## src/rtl/seq_counter_fsm_pkg.sv

```systemverilog
// Shared constants and helpers for the programmable sequence counter.
// Latency: none (package only). Backpressure: not applicable.
package seq_counter_fsm_pkg;

  // Default table contents: entries 0..3 = 0, 2, 5, 7.
  localparam logic [31:0] DEFAULT_SEQ = {8'd7, 8'd5, 8'd2, 8'd0};

  localparam logic DIR_FWD = 1'b0;
  localparam logic DIR_REV = 1'b1;

  function automatic int clog2(input int value);
    int r;
    int v;
    r = 0;
    v = value - 1;
    while (v > 0) begin
      r = r + 1;
      v = v >> 1;
    end
    return r;
  endfunction

  // Index width never collapses to zero bits, even for a 1-entry table.
  function automatic int idx_width(input int depth);
    return (clog2(depth) > 1) ? clog2(depth) : 1;
  endfunction

endpackage

```

## src/rtl/seq_counter_fsm_if.sv

```systemverilog
// Control, table-write and observation signals of the sequence counter.
// Latency: none (wiring only). Backpressure: none, every strobe is taken on its edge.
interface seq_counter_fsm_if
  import seq_counter_fsm_pkg::*;
#(
  parameter int WIDTH = 8,
  parameter int DEPTH = 4
);

  localparam int AW = idx_width(DEPTH);
  localparam int LW = clog2(DEPTH + 1);

  logic             en;
  logic             dir;
  logic             clr;
  logic             wr_en;
  logic [AW-1:0]    wr_addr;
  logic [WIDTH-1:0] wr_data;
  logic             len_we;
  logic [LW-1:0]    len_data;
  logic [WIDTH-1:0] count;
  logic [AW-1:0]    step_idx;
  logic             wrap;

  modport master (
    output en, dir, clr, wr_en, wr_addr, wr_data, len_we, len_data,
    input  count, step_idx, wrap
  );

  modport slave (
    input  en, dir, clr, wr_en, wr_addr, wr_data, len_we, len_data,
    output count, step_idx, wrap
  );

endinterface

```

## src/rtl/seq_counter_fsm_table.sv

```systemverilog
// DEPTH x WIDTH register file: one synchronous write port, one combinational read port.
// Latency: write visible on the read port after the write edge. Backpressure: none.
module seq_table
  import seq_counter_fsm_pkg::*;
#(
  parameter int                     WIDTH    = 8,
  parameter int                     DEPTH    = 4,
  parameter logic [DEPTH*WIDTH-1:0] INIT_SEQ = DEFAULT_SEQ,
  parameter int                     AW       = idx_width(DEPTH)
) (
  input  logic             clk,
  input  logic             rst,
  input  logic             wr_en,
  input  logic [AW-1:0]    wr_addr,
  input  logic [WIDTH-1:0] wr_data,
  input  logic [AW-1:0]    rd_addr,
  output logic [WIDTH-1:0] rd_data
);

  logic [WIDTH-1:0] mem [DEPTH];

  // Reset reloads the whole table, so programmed values do not survive rst.
  always_ff @(posedge clk or posedge rst) begin
    if (rst) begin
      for (int i = 0; i < DEPTH; i++) begin
        mem[i] <= INIT_SEQ[i*WIDTH +: WIDTH];
      end
    end else if (wr_en && (int'(wr_addr) < DEPTH)) begin
      mem[wr_addr] <= wr_data;
    end
  end

  always_comb begin
    rd_data = '0;
    if (int'(rd_addr) < DEPTH) begin
      rd_data = mem[rd_addr];
    end
  end

endmodule

```

## src/rtl/seq_counter_fsm.sv

```systemverilog
// Moore sequence counter: step index walks a programmable table, count = table[step].
// Latency: count/step/wrap update one edge after en/clr/len_we. Backpressure: none.
module seq_counter_fsm
  import seq_counter_fsm_pkg::*;
#(
  parameter int                     WIDTH    = 8,
  parameter int                     DEPTH    = 4,
  parameter logic [DEPTH*WIDTH-1:0] INIT_SEQ = DEFAULT_SEQ
) (
  input  logic             clk,
  input  logic             rst,
  seq_counter_fsm_if.slave bus
);

  localparam int             AW      = idx_width(DEPTH);
  localparam int             LW      = clog2(DEPTH + 1);
  localparam logic [LW-1:0]  LEN_MAX = LW'(DEPTH);
  localparam logic [LW-1:0]  ONE     = LW'(1);

  logic [AW-1:0]    step_q;
  logic [AW-1:0]    step_d;
  logic [LW-1:0]    len_q;
  logic [LW-1:0]    len_d;
  logic             wrap_q;
  logic             wrap_d;
  logic [LW-1:0]    step_w;
  logic [LW-1:0]    last_step;
  logic [LW-1:0]    step_nxt;
  logic [WIDTH-1:0] rd_data;

  seq_table #(
    .WIDTH    (WIDTH),
    .DEPTH    (DEPTH),
    .INIT_SEQ (INIT_SEQ),
    .AW       (AW)
  ) u_table (
    .clk     (clk),
    .rst     (rst),
    .wr_en   (bus.wr_en),
    .wr_addr (bus.wr_addr),
    .wr_data (bus.wr_data),
    .rd_addr (step_q),
    .rd_data (rd_data)
  );

  always_ff @(posedge clk or posedge rst) begin
    if (rst) begin
      step_q <= '0;
      len_q  <= LEN_MAX;
      wrap_q <= 1'b0;
    end else begin
      step_q <= step_d;
      len_q  <= len_d;
      wrap_q <= wrap_d;
    end
  end

  // Index math runs at LW bits so len-1 and the clamp compare never alias mod 2^AW.
  always_comb begin
    len_d     = len_q;
    wrap_d    = 1'b0;
    step_w    = LW'(step_q);
    last_step = len_q - ONE;
    step_nxt  = step_w;

    if (bus.len_we && (bus.len_data != '0)) begin
      len_d = (bus.len_data > LEN_MAX) ? LEN_MAX : bus.len_data;
    end

    if (bus.clr) begin
      step_nxt = '0;
    end else if (bus.en) begin
      if (bus.dir == DIR_FWD) begin
        if (step_w == last_step) begin
          step_nxt = '0;
          wrap_d   = 1'b1;
        end else begin
          step_nxt = step_w + ONE;
        end
      end else begin
        if (step_w == '0) begin
          step_nxt = last_step;
          wrap_d   = 1'b1;
        end else begin
          step_nxt = step_w - ONE;
        end
      end
    end

    // A shrinking length pulls an out-of-range step back to 0 without a wrap pulse.
    if (step_nxt >= len_d) begin
      step_nxt = '0;
    end

    step_d = step_nxt[AW-1:0];
  end

  always_comb begin
    bus.count    = rd_data;
    bus.step_idx = step_q;
    bus.wrap     = wrap_q;
  end

endmodule

```

## src/flat_wrapper.sv

```systemverilog
// flat-port wrapper written by rule: the top's interface ports become plain ports
module seq_counter_fsm_flat import seq_counter_fsm_pkg::*;
#(
  parameter int                     WIDTH    = 8,
  parameter int                     DEPTH    = 4,
  parameter logic [DEPTH*WIDTH-1:0] INIT_SEQ = DEFAULT_SEQ
)
  (clk, rst, bus_en, bus_dir, bus_clr, bus_wr_en, bus_wr_addr, bus_wr_data, bus_len_we, bus_len_data, bus_count, bus_step_idx, bus_wrap);
  seq_counter_fsm_if #(.WIDTH(WIDTH), .DEPTH(DEPTH)) bus_i ();
  input  logic clk;
  input  logic rst;
  input wire logic [$bits(bus_i.en)-1:0] bus_en;
  input wire logic [$bits(bus_i.dir)-1:0] bus_dir;
  input wire logic [$bits(bus_i.clr)-1:0] bus_clr;
  input wire logic [$bits(bus_i.wr_en)-1:0] bus_wr_en;
  input wire logic [$bits(bus_i.wr_addr)-1:0] bus_wr_addr;
  input wire logic [$bits(bus_i.wr_data)-1:0] bus_wr_data;
  input wire logic [$bits(bus_i.len_we)-1:0] bus_len_we;
  input wire logic [$bits(bus_i.len_data)-1:0] bus_len_data;
  output wire logic [$bits(bus_i.count)-1:0] bus_count;
  output wire logic [$bits(bus_i.step_idx)-1:0] bus_step_idx;
  output wire logic [$bits(bus_i.wrap)-1:0] bus_wrap;
  assign bus_i.en = bus_en;
  assign bus_i.dir = bus_dir;
  assign bus_i.clr = bus_clr;
  assign bus_i.wr_en = bus_wr_en;
  assign bus_i.wr_addr = bus_wr_addr;
  assign bus_i.wr_data = bus_wr_data;
  assign bus_i.len_we = bus_len_we;
  assign bus_i.len_data = bus_len_data;
  assign bus_count = bus_i.count;
  assign bus_step_idx = bus_i.step_idx;
  assign bus_wrap = bus_i.wrap;
  seq_counter_fsm #(.WIDTH(WIDTH), .DEPTH(DEPTH), .INIT_SEQ(INIT_SEQ)) u_core (.clk(clk), .rst(rst), .bus(bus_i));
endmodule
```

## config.mk

```make
export PLATFORM = sky130hd
export DESIGN_NAME = seq_counter_fsm_flat
export DESIGN_NICKNAME = d
export VERILOG_FILES = /design/src/rtl/seq_counter_fsm_pkg.sv /design/src/rtl/seq_counter_fsm_if.sv /design/src/rtl/seq_counter_fsm_table.sv /design/src/rtl/seq_counter_fsm.sv /design/src/flat_wrapper.sv
export SDC_FILE = /design/constraint.sdc
export NUM_CORES = 1
export LEC_CHECK = 0
export BUFFER_PORTS_ARGS = -buffer_cell sky130_fd_sc_hd__buf_2
export CAP_MARGIN = 20
export CORE_ASPECT_RATIO = 1.25
export CORE_MARGIN = 2
export CORE_UTILIZATION = 53
export CTS_CLUSTER_DIAMETER = 40
export DETAILED_ROUTE_END_ITERATION = 7
export PLACE_DENSITY = 0.78
export SETUP_SLACK_MARGIN = 0.2
export SLEW_MARGIN = 0
export SYNTH_ARGS = -nofsm -noshare
export SYNTH_HDL_FRONTEND = slang
export SYNTH_HIERARCHICAL = 1
export SYNTH_SLANG_ARGS = --single-unit
```

## constraint.sdc

```tcl
create_clock -name clk -period 4.3 [get_ports clk]
set_clock_uncertainty 0.15 [all_clocks]
set_input_delay 0.86 -clock clk [delete_from_list [all_inputs] [get_ports clk]]
set_output_delay 0.86 -clock clk [all_outputs]
set_load 0.1 [all_outputs]
```

After elaboration in Yosys (flattened, before gate mapping). Index checks and enable logic that the tools add are counted.

Mux-type cells: 19. $add $sub $neg: 3. Bitwise gates (word level): 2. Reductions and logical operators: 4. Magnitude comparators: 5. Equality and inequality tests: 1.

Operators with widths (number): 32-bit bitwise mux (1); 8-bit 2-to-1 mux (3); 3-bit 2-to-1 mux (7); 8-bit binary-select mux with 2-bit select (1); 8-bit demux with 2-bit select (1); 3-bit >= comparator (second input constant) (2); 2-bit NOT with 3-bit output (2); 1-bit 2-to-1 mux (5); 2-bit by 1-bit adder with 3-bit output (second input constant) (1); 2-bit by 3-bit == test with 1-bit output (1); 3-bit >= comparator (1); 3-bit greater-than comparator (second input constant) (1); 3-bit by 1-bit less-than comparator with 1-bit output (second input constant) (1); 3-bit nonzero test (1); 2-bit by 1-bit subtractor with 3-bit output (second input constant) (1); 3-bit by 1-bit subtractor with 3-bit output (second input constant) (1); 1-bit logical AND (2); 2-bit logical NOT (1); 2-bit 2-to-1 mux (1).

Bits in registers: 38. Logic and storage cells: 41. Input port bits: 20.

Depth between registers and ports, before layout. Gate-level depths: netlist (run 1).

Depth after elaboration: 8. Depth in mapped cells: 10. Mapped depth without buffers: 10.

Cells and area by module. The synthesis (run 1) kept the hierarchy.

Modules (own cells, without submodules): seq_table (cells an instance 79, instances 1, area each 1412.6 µm²); seq_counter_fsm (cells an instance 54, instances 1, area each 480.5 µm²).

Worst setup path after synthesis (run 1). No wires, ideal clock.

Path kind: register to output. Start point: register u_core.step_q[0] (netlist: u_core/bus.step_idx[0]). End point: output bus_count[0]. Cell stages (with the launch flop): 3. Required time: 3.290 ns. Slack: 1.098 ns. Data arrival time: 2.192 ns. Cell sequence: dfrtp_1 -> buf_2 -> mux4_2.

Word-level cells in the longest chain between the ends: 4.

RTL lines: from (decl) (RTL line seq_counter_fsm.sv:20) `logic [AW-1:0] step_q;`; from (signal assigned) (RTL line seq_counter_fsm.sv:52) `step_q <= step_d;`; 2-bit NOT with 3-bit output (implied by the code) (RTL line seq_counter_fsm_table.sv:36) `rd_data = mem[rd_addr];`; 8-bit binary-select mux with 2-bit select (RTL line seq_counter_fsm_table.sv:36); 8-bit 2-to-1 mux (implied by the code) (2 in series) (RTL line seq_counter_fsm_table.sv:36); to (decl) (RTL line flat_wrapper.sv:20) `output wire logic [$bits(bus_i.count)-1:0] bus_count;`.

Every way passes these cells. The select of a mux whose other input is x is not followed.

Worst setup path after layout (run 1).
Start point: register u_core.step_q[0] (netlist: u_core/bus.step_idx[0]). End point: output bus_count[7].

The elaborated chain is that of the path after synthesis.

==> results.md, run 1 <==
- Status: completed
- Via count of the first global-routing pass: between 1,000 and 1,500
- Clock buffer depth: 2
- Synthesized Nets: 160
- Max_slew headroom: approximately half
- Worst setup SP type: flip-flop
- Cell area after layout: 2220 µm²
- R2r startpoint: u_core/bus.step_idx[0]$_DFF_PP0_
- Critical Path RT: around 3.3 ns
- Reg2reg setup slack: about 1.4 ns
- RSZ-0062 raised after global routing: false
- Port Buffer Count: 30
- Fin crit period: between 3 and 4 ns
- Most frequent cells in the layout: mux2_2 (32), dfrtp_1 (31), buf_2 (30), inv_1 (8), mux4_2 (8)
- CTS H-tree lvls: 2
- Via count: approximately 1,200
- Hold-fix buffers, CTS: 0
- Final Max Slew Viols: 0
- Core area: about 3500 µm²
- Worst Path Arrival: between 2 and 2.5 ns
- Synth cell types: 27
- Post-Syn Area: 1890 µm²
- Cts bufs inserted: 5
- Largest net degree at the start of global routing: 24
- Clock Latency Late Sink: 0.29 ns
- Worst Setup SP: u_core/bus.step_idx[0]$_DFF_PP0_
- CTS sink cnt: 38
- Area delta synth->final: 17.3%
- Clock root buffer: clkbuf_8
- Grt total ovfl: 0
- Fraction of layout cells with a size suffix above 1: a little over half
- # setup viols final: 0
- R2R depth: 10
- First-pass GRT wire length: approximately 6100 µm
- DRT Wirelength: about 3700 µm
- Top Ports: 31
- PD cells: ~530 nW/µm²
- Drt first pass iters: 4
- Commonest non-fill, non-tap cell in the layout: mux2_2
- Max VDD drop: 0.387 mV
- Max frequency: roughly 0.33 GHz
- Setup TNS: 0 ns
- Die height: 70.8 µm
- GRT Overall Usage: approximately a fifth
- Postcts setup bufs: 0
- Slew @ Worst Pin: 0.746 ns
- Initial core utilization: between 50% and 60%
- Setup Crit Path Kind: reg2out
- Die W: between 50 and 60 µm
- Antenna diode count: 0
- Final period util: between 70% and 80%
- Hold WC Path Type: in2async
- Via density: about 5.8
- Die Area: 4070 µm²
- Initial antenna violation count: 0
- CTS tree: built
- Final Hold Viols: 0
- # rows: 24
- Final #Nets: a little under 200
- Synthesized area per cell: roughly 14 µm²
- Leak Pwr: 1.02 nW
- Cell Area, Placed: between 2000 and 2500 µm²
- Post-Syn Instances: 133
- Max Cap Violations: 0
- Iteration-0 DRC Markers: 45
- Flops & latches, synth: 38
- Clock-pin slew on the worst setup and hold paths: ~0.070 ns
- Residual DRC: 0
- CP Max Fanout: 14
- Post-route ant nets: 0
- WL/cell: about 18 µm
- Synth warnings: 6
- DPL Wire Length: about 2600 µm
- Post-synthesis sequential area ratio: about half
- Total of cells resized after clock tree synthesis: 0
- CP endpoint kind: output pin
- GP Congestion: 0.769
-- worst max-delay path: stages, from the launching register on --
cell     delay, ns
dfrtp_1       0.83
mux4_2        0.59
buf_2         0.31
-- cell type report --
class / count / area [µm²]
Timing Repair Buffer: 31 / 178
Inverter: 8 / 30.0
Clock buffer: 5 / 68.8
Tap cell: 39 / 48.8
Multi-Input combinational cell: 85 / 895
Clock inverter: 3 / 40.0
Sequential cell: 38 / 960
Fill cell: 269 / 1230
-- flip-flops by register name, indices dropped and copies added, names as in the netlist --
name                 cells
u_core/bus.step_idx      2
u_core/bus.wrap          1
u_core/u_table/mem      32
u_core/len_q             3
-- logic make-up after synthesis --
kind of cell	after synthesis	share of synthesized area [%]
mux	42	29.6
flops	38	50.7
simple gates	20	7.01
compound gates	13	4.63
buf+inv	10	2.05
fa+ha+maj	7	4.63
xor+xnor	3	1.39
-- per-layer routing --
metal  GRT usage, %  share of wire (%)  vias up
met5              0                  0        -
met3           6.95                5.3        4
li1               -                  -      559
met1           22.8                 41      625
met2           35.2                 53       33
met4           6.72                1.1        0
-- worst paths after layout --
path                                                      to
setup / recovery                                bus_count[7]
hold / removal                     u_core/len_q[1]$_DFF_PP0_
setup reg to reg            u_core/bus.step_idx[1]$_DFF_PP0_
hold reg to reg            u_core/u_table/mem[5]$_DFFE_PP0P_
max in group asynchronous  u_core/u_table/mem[2]$_DFFE_PP1P_
min in group clk           u_core/u_table/mem[5]$_DFFE_PP0P_
-- per-stage QoR --
step / hold WS [ns] / total power, mW / instances / util (%) / worst slack, ns
2_1_floorplan: 0.324 / 0.814 / 133 / - / 1.10
3_3_place_gp: 0.331 / 0.870 / 200 / 60.3 / 1.56
3_5_place_dp: 0.343 / 0.893 / 201 / 61.1 / 1.33
4_1_cts: 0.333 / 1.19 / 209 / 64.3 / 1.21
5_1_grt: 0.333 / 1.23 / 209 / 64.3 / 1.14
6_report: 0.330 / 1.18 / 209 / 64.3 / 1.27
-- report_power, final --
group / switching [mW] / total [mW] / internal [mW] / leakage (nW)
registers: 0.0455 / 0.474 / 0.428 / 0.447
clock network: 0.126 / 0.296 / 0.171 / 0.0579
logic: 0.277 / 0.410 / 0.132 / 0.514
total: 0.448 / 1.18 / 0.732 / 1.02
-- synth_stat cells --
cell / count / area [µm²]
mux2_2: 32 / 360
dfrtp_1: 31 / 776
inv_1: 8 / 30.0
mux4_2: 8 / 180
dfstp_2: 7 / 184
ha_1: 7 / 87.6
nand2_1: 4 / 15.0
nand2b_1: 4 / 25.0
nor2_1: 4 / 15.0
a21oi_1: 3 / 15.0
o21ai_0: 3 / 15.0
a21o_1: 2 / 15.0
a22o_1: 2 / 17.5
mux2i_1: 2 / 20.0
nand3b_2: 2 / 22.5
nor2b_1: 2 / 12.5
xor2_1: 2 / 17.5
a22oi_1: 1 / 7.51
a32oi_1: 1 / 8.76
buf_1: 1 / 3.75
buf_2: 1 / 5.00
nand3_1: 1 / 5.00
nand3_2: 1 / 10.0
nand4b_1: 1 / 8.76
nor3b_4: 1 / 18.8
o2111ai_1: 1 / 8.76
xnor2_1: 1 / 8.76
Power figures use the tool's default switching activity.
==> inputs of run 2 (changes only) <==
==> constraint.sdc (replaced) <==
create_clock -name clk -period 2.9 [get_ports clk]
set_clock_uncertainty 0.15 [all_clocks]
set_input_delay 0.58 -clock clk [delete_from_list [all_inputs] [get_ports clk]]
set_output_delay 0.58 -clock clk [all_outputs]
set_load 0.1 [all_outputs]
==> run 2 against run 1 <==
Against the previous run:
- combinational power rose by 50%
- register-to-register slack got worse by 0.99 ns
- cell area fell by 0.11%
==> results.md, run 2 (synthesized netlist as in run 1, its figures left out) <==
- Status: completed
- Setup Crit Path Kind: reg2out
- Via count: roughly 1,200
- Most frequent cells in the layout: mux2_2 (32), buf_2 (30), dfrtp_1 (29), inv_1 (8), mux4_2 (8)
- Clock buffer depth: 2
- Via count of the first global-routing pass: about 1,300
- Cell area after layout: 2220 µm²
- Core area: roughly 3500 µm²
- Leak Pwr: between 1 and 1.5 nW
- Switch share: between 30% and 40%
- Iteration-0 DRC Markers: 39
- Post-route ant nets: 0
- Commonest non-fill, non-tap cell in the layout: mux2_2
- DRT Wirelength: about 3400 µm
- Die Area: roughly 4100 µm²
- First-pass GRT wire length: 5750 µm
- CP Max Fanout: 9
- Max frequency: 0.387 GHz
- DPL Wire Length: 2500 µm
- Psw: around 0.66 mW
- Crit-path slowest cell: dfrtp_2
- # setup viols final: 0
- Via density: between 5 and 6
- Worst path bufs/invs: 2
- Antenna diode count: 0
- CP endpoint kind: output pin
- Cts bufs inserted: 5
- Initial antenna violation count: 0
- CTS sink cnt: 38
- Cell Area, Placed: ~2100 µm²
- Max_slew headroom: between 60% and 70%
- Port Buffer Count: 30
- Die W: approximately 57 µm
- Final period util: between 80% and 90%
- GP Congestion: between 0.8 and 0.9
- WL/cell: 16.4 µm
- Die height: roughly 71 µm
- Clock root buffer: clkbuf_8
- # rows: 24
- Min Hold Slack: 0.0633 ns
- Seq pwr share: 40.0%
- Delay-heaviest family, CP: buffers and inverters
- Clock Latency Late Sink: 0.29 ns
- Max VDD drop: between 0.4 and 0.5 mV
- Clock share of power: 24.8%
- Hold WC Path Type: in2async
- Largest net degree at the start of global routing: 33
- Slowest stage delay, CP: approximately 0.52 ns
- Worst Path Arrival: between 1.5 and 2 ns
- Fraction of layout cells with a size suffix above 1: a little over half
- Final Hold Viols: 0
- Top Ports: 31
- Residual DRC: 0
- Worst setup SP type: flip-flop
- RSZ-0062 raised after global routing: false
- CTS H-tree lvls: 2
- Area delta synth->final: 17.1%
- P_int: about 1.1 mW
- Critical Path RT: 2.17 ns
- CTS tree: built
- Setup TNS: 0 ns
- Clock-pin slew on the worst setup and hold paths: around 0.070 ns
- Fin crit period: 2.58 ns
- Final Max Slew Viols: 0
- Slew @ Worst Pin: 0.493 ns
- GRT Overall Usage: a little under a fifth
- Combinational share of power: between 30% and 40%
- Drt first pass iters: 4
- Worst-path cell chain: buf_4 -> mux4_2 -> buf_2
- Final #Nets: 197
- Max FFs per register: 32
- PD cells: roughly 800 nW/µm²
- Reg with most FFs: u_core/u_table/mem
- Initial core utilization: a little over half
- Max Cap Violations: 0
- Grt total ovfl: 0
-- run 2: changes by cell type in the layout (fill, tap and decap cells not counted), sizes merged --
cell  before  now
buf       31   32
-- run 2: power by group through the flow --
stage | clock [mW] | combinational (mW) | sequential, mW
final | 0.432 | 0.614 | 0.697
after global routing | 0.464 | 0.645 | 0.709
after CTS | 0.447 | 0.617 | 0.697
after detailed placement | 0 | 0.615 | 0.705
after global placement | 0 | 0.601 | 0.697
after floorplan | 0 | 0.497 | 0.710
-- run 2: metrics by stage --
| step | util, % | power [mW] | std cells | setup slack, ns |
|---|---|---|---|---|
| finish | 64.2 | 1.74 | 210 | 0.317 |
| global placement | 60.8 | 1.30 | 202 | 0.485 |
| floorplan | - | 1.21 | 133 | 0.306 |
| CTS | 64.0 | 1.76 | 210 | 0.299 |
| global route | 64.2 | 1.82 | 210 | 0.200 |
| detailed placement | 60.8 | 1.32 | 202 | 0.415 |
-- run 2: final cells by class --
class | count | area (µm²)
Tap cell | 39 | 48.8
Multi-Input combinational cell | 85 | 902
Clock inverter | 3 | 40.0
Clock buffer | 5 | 68.8
Inverter | 8 | 30.0
Sequential cell | 38 | 962
Timing Repair Buffer | 32 | 165
Fill cell | 275 | 1240
-- run 2: path summary, 6_finish.rpt --
check	startpoint	endpoint	slack [ns]	cells past startpoint
setup / recovery	u_core/bus.step_idx[0]$_DFF_PP0_	bus_count[6]	0.32	3
hold / removal	rst	u_core/len_q[0]$_DFF_PP0_	0.06	2
setup reg to reg	u_core/bus.step_idx[1]$_DFF_PP0_	u_core/bus.step_idx[1]$_DFF_PP0_	0.36	10
hold reg to reg	u_core/u_table/mem[14]$_DFFE_PP0P_	u_core/u_table/mem[14]$_DFFE_PP0P_	0.36	1
max in group asynchronous	rst	u_core/u_table/mem[17]$_DFFE_PP1P_	2.06	3
min in group clk	u_core/u_table/mem[14]$_DFFE_PP0P_	u_core/u_table/mem[14]$_DFFE_PP0P_	0.36	1
-- run 2: what timing repair did --
item,4_1_cts,5_1_grt
hold buffers,0,0
endpoints found under the setup margin,0,1
gates resized for setup,0,1
hold endpoints to repair,0,0
setup buffers,0,0
-- run 2: metal layers --
layer / GRT usage [%] / wire length, µm
met1: 22.4 / 1360
met2: 32.1 / 1880
met4: 6.72 / 53
met5: 0 / 0
met3: 4.57 / 143
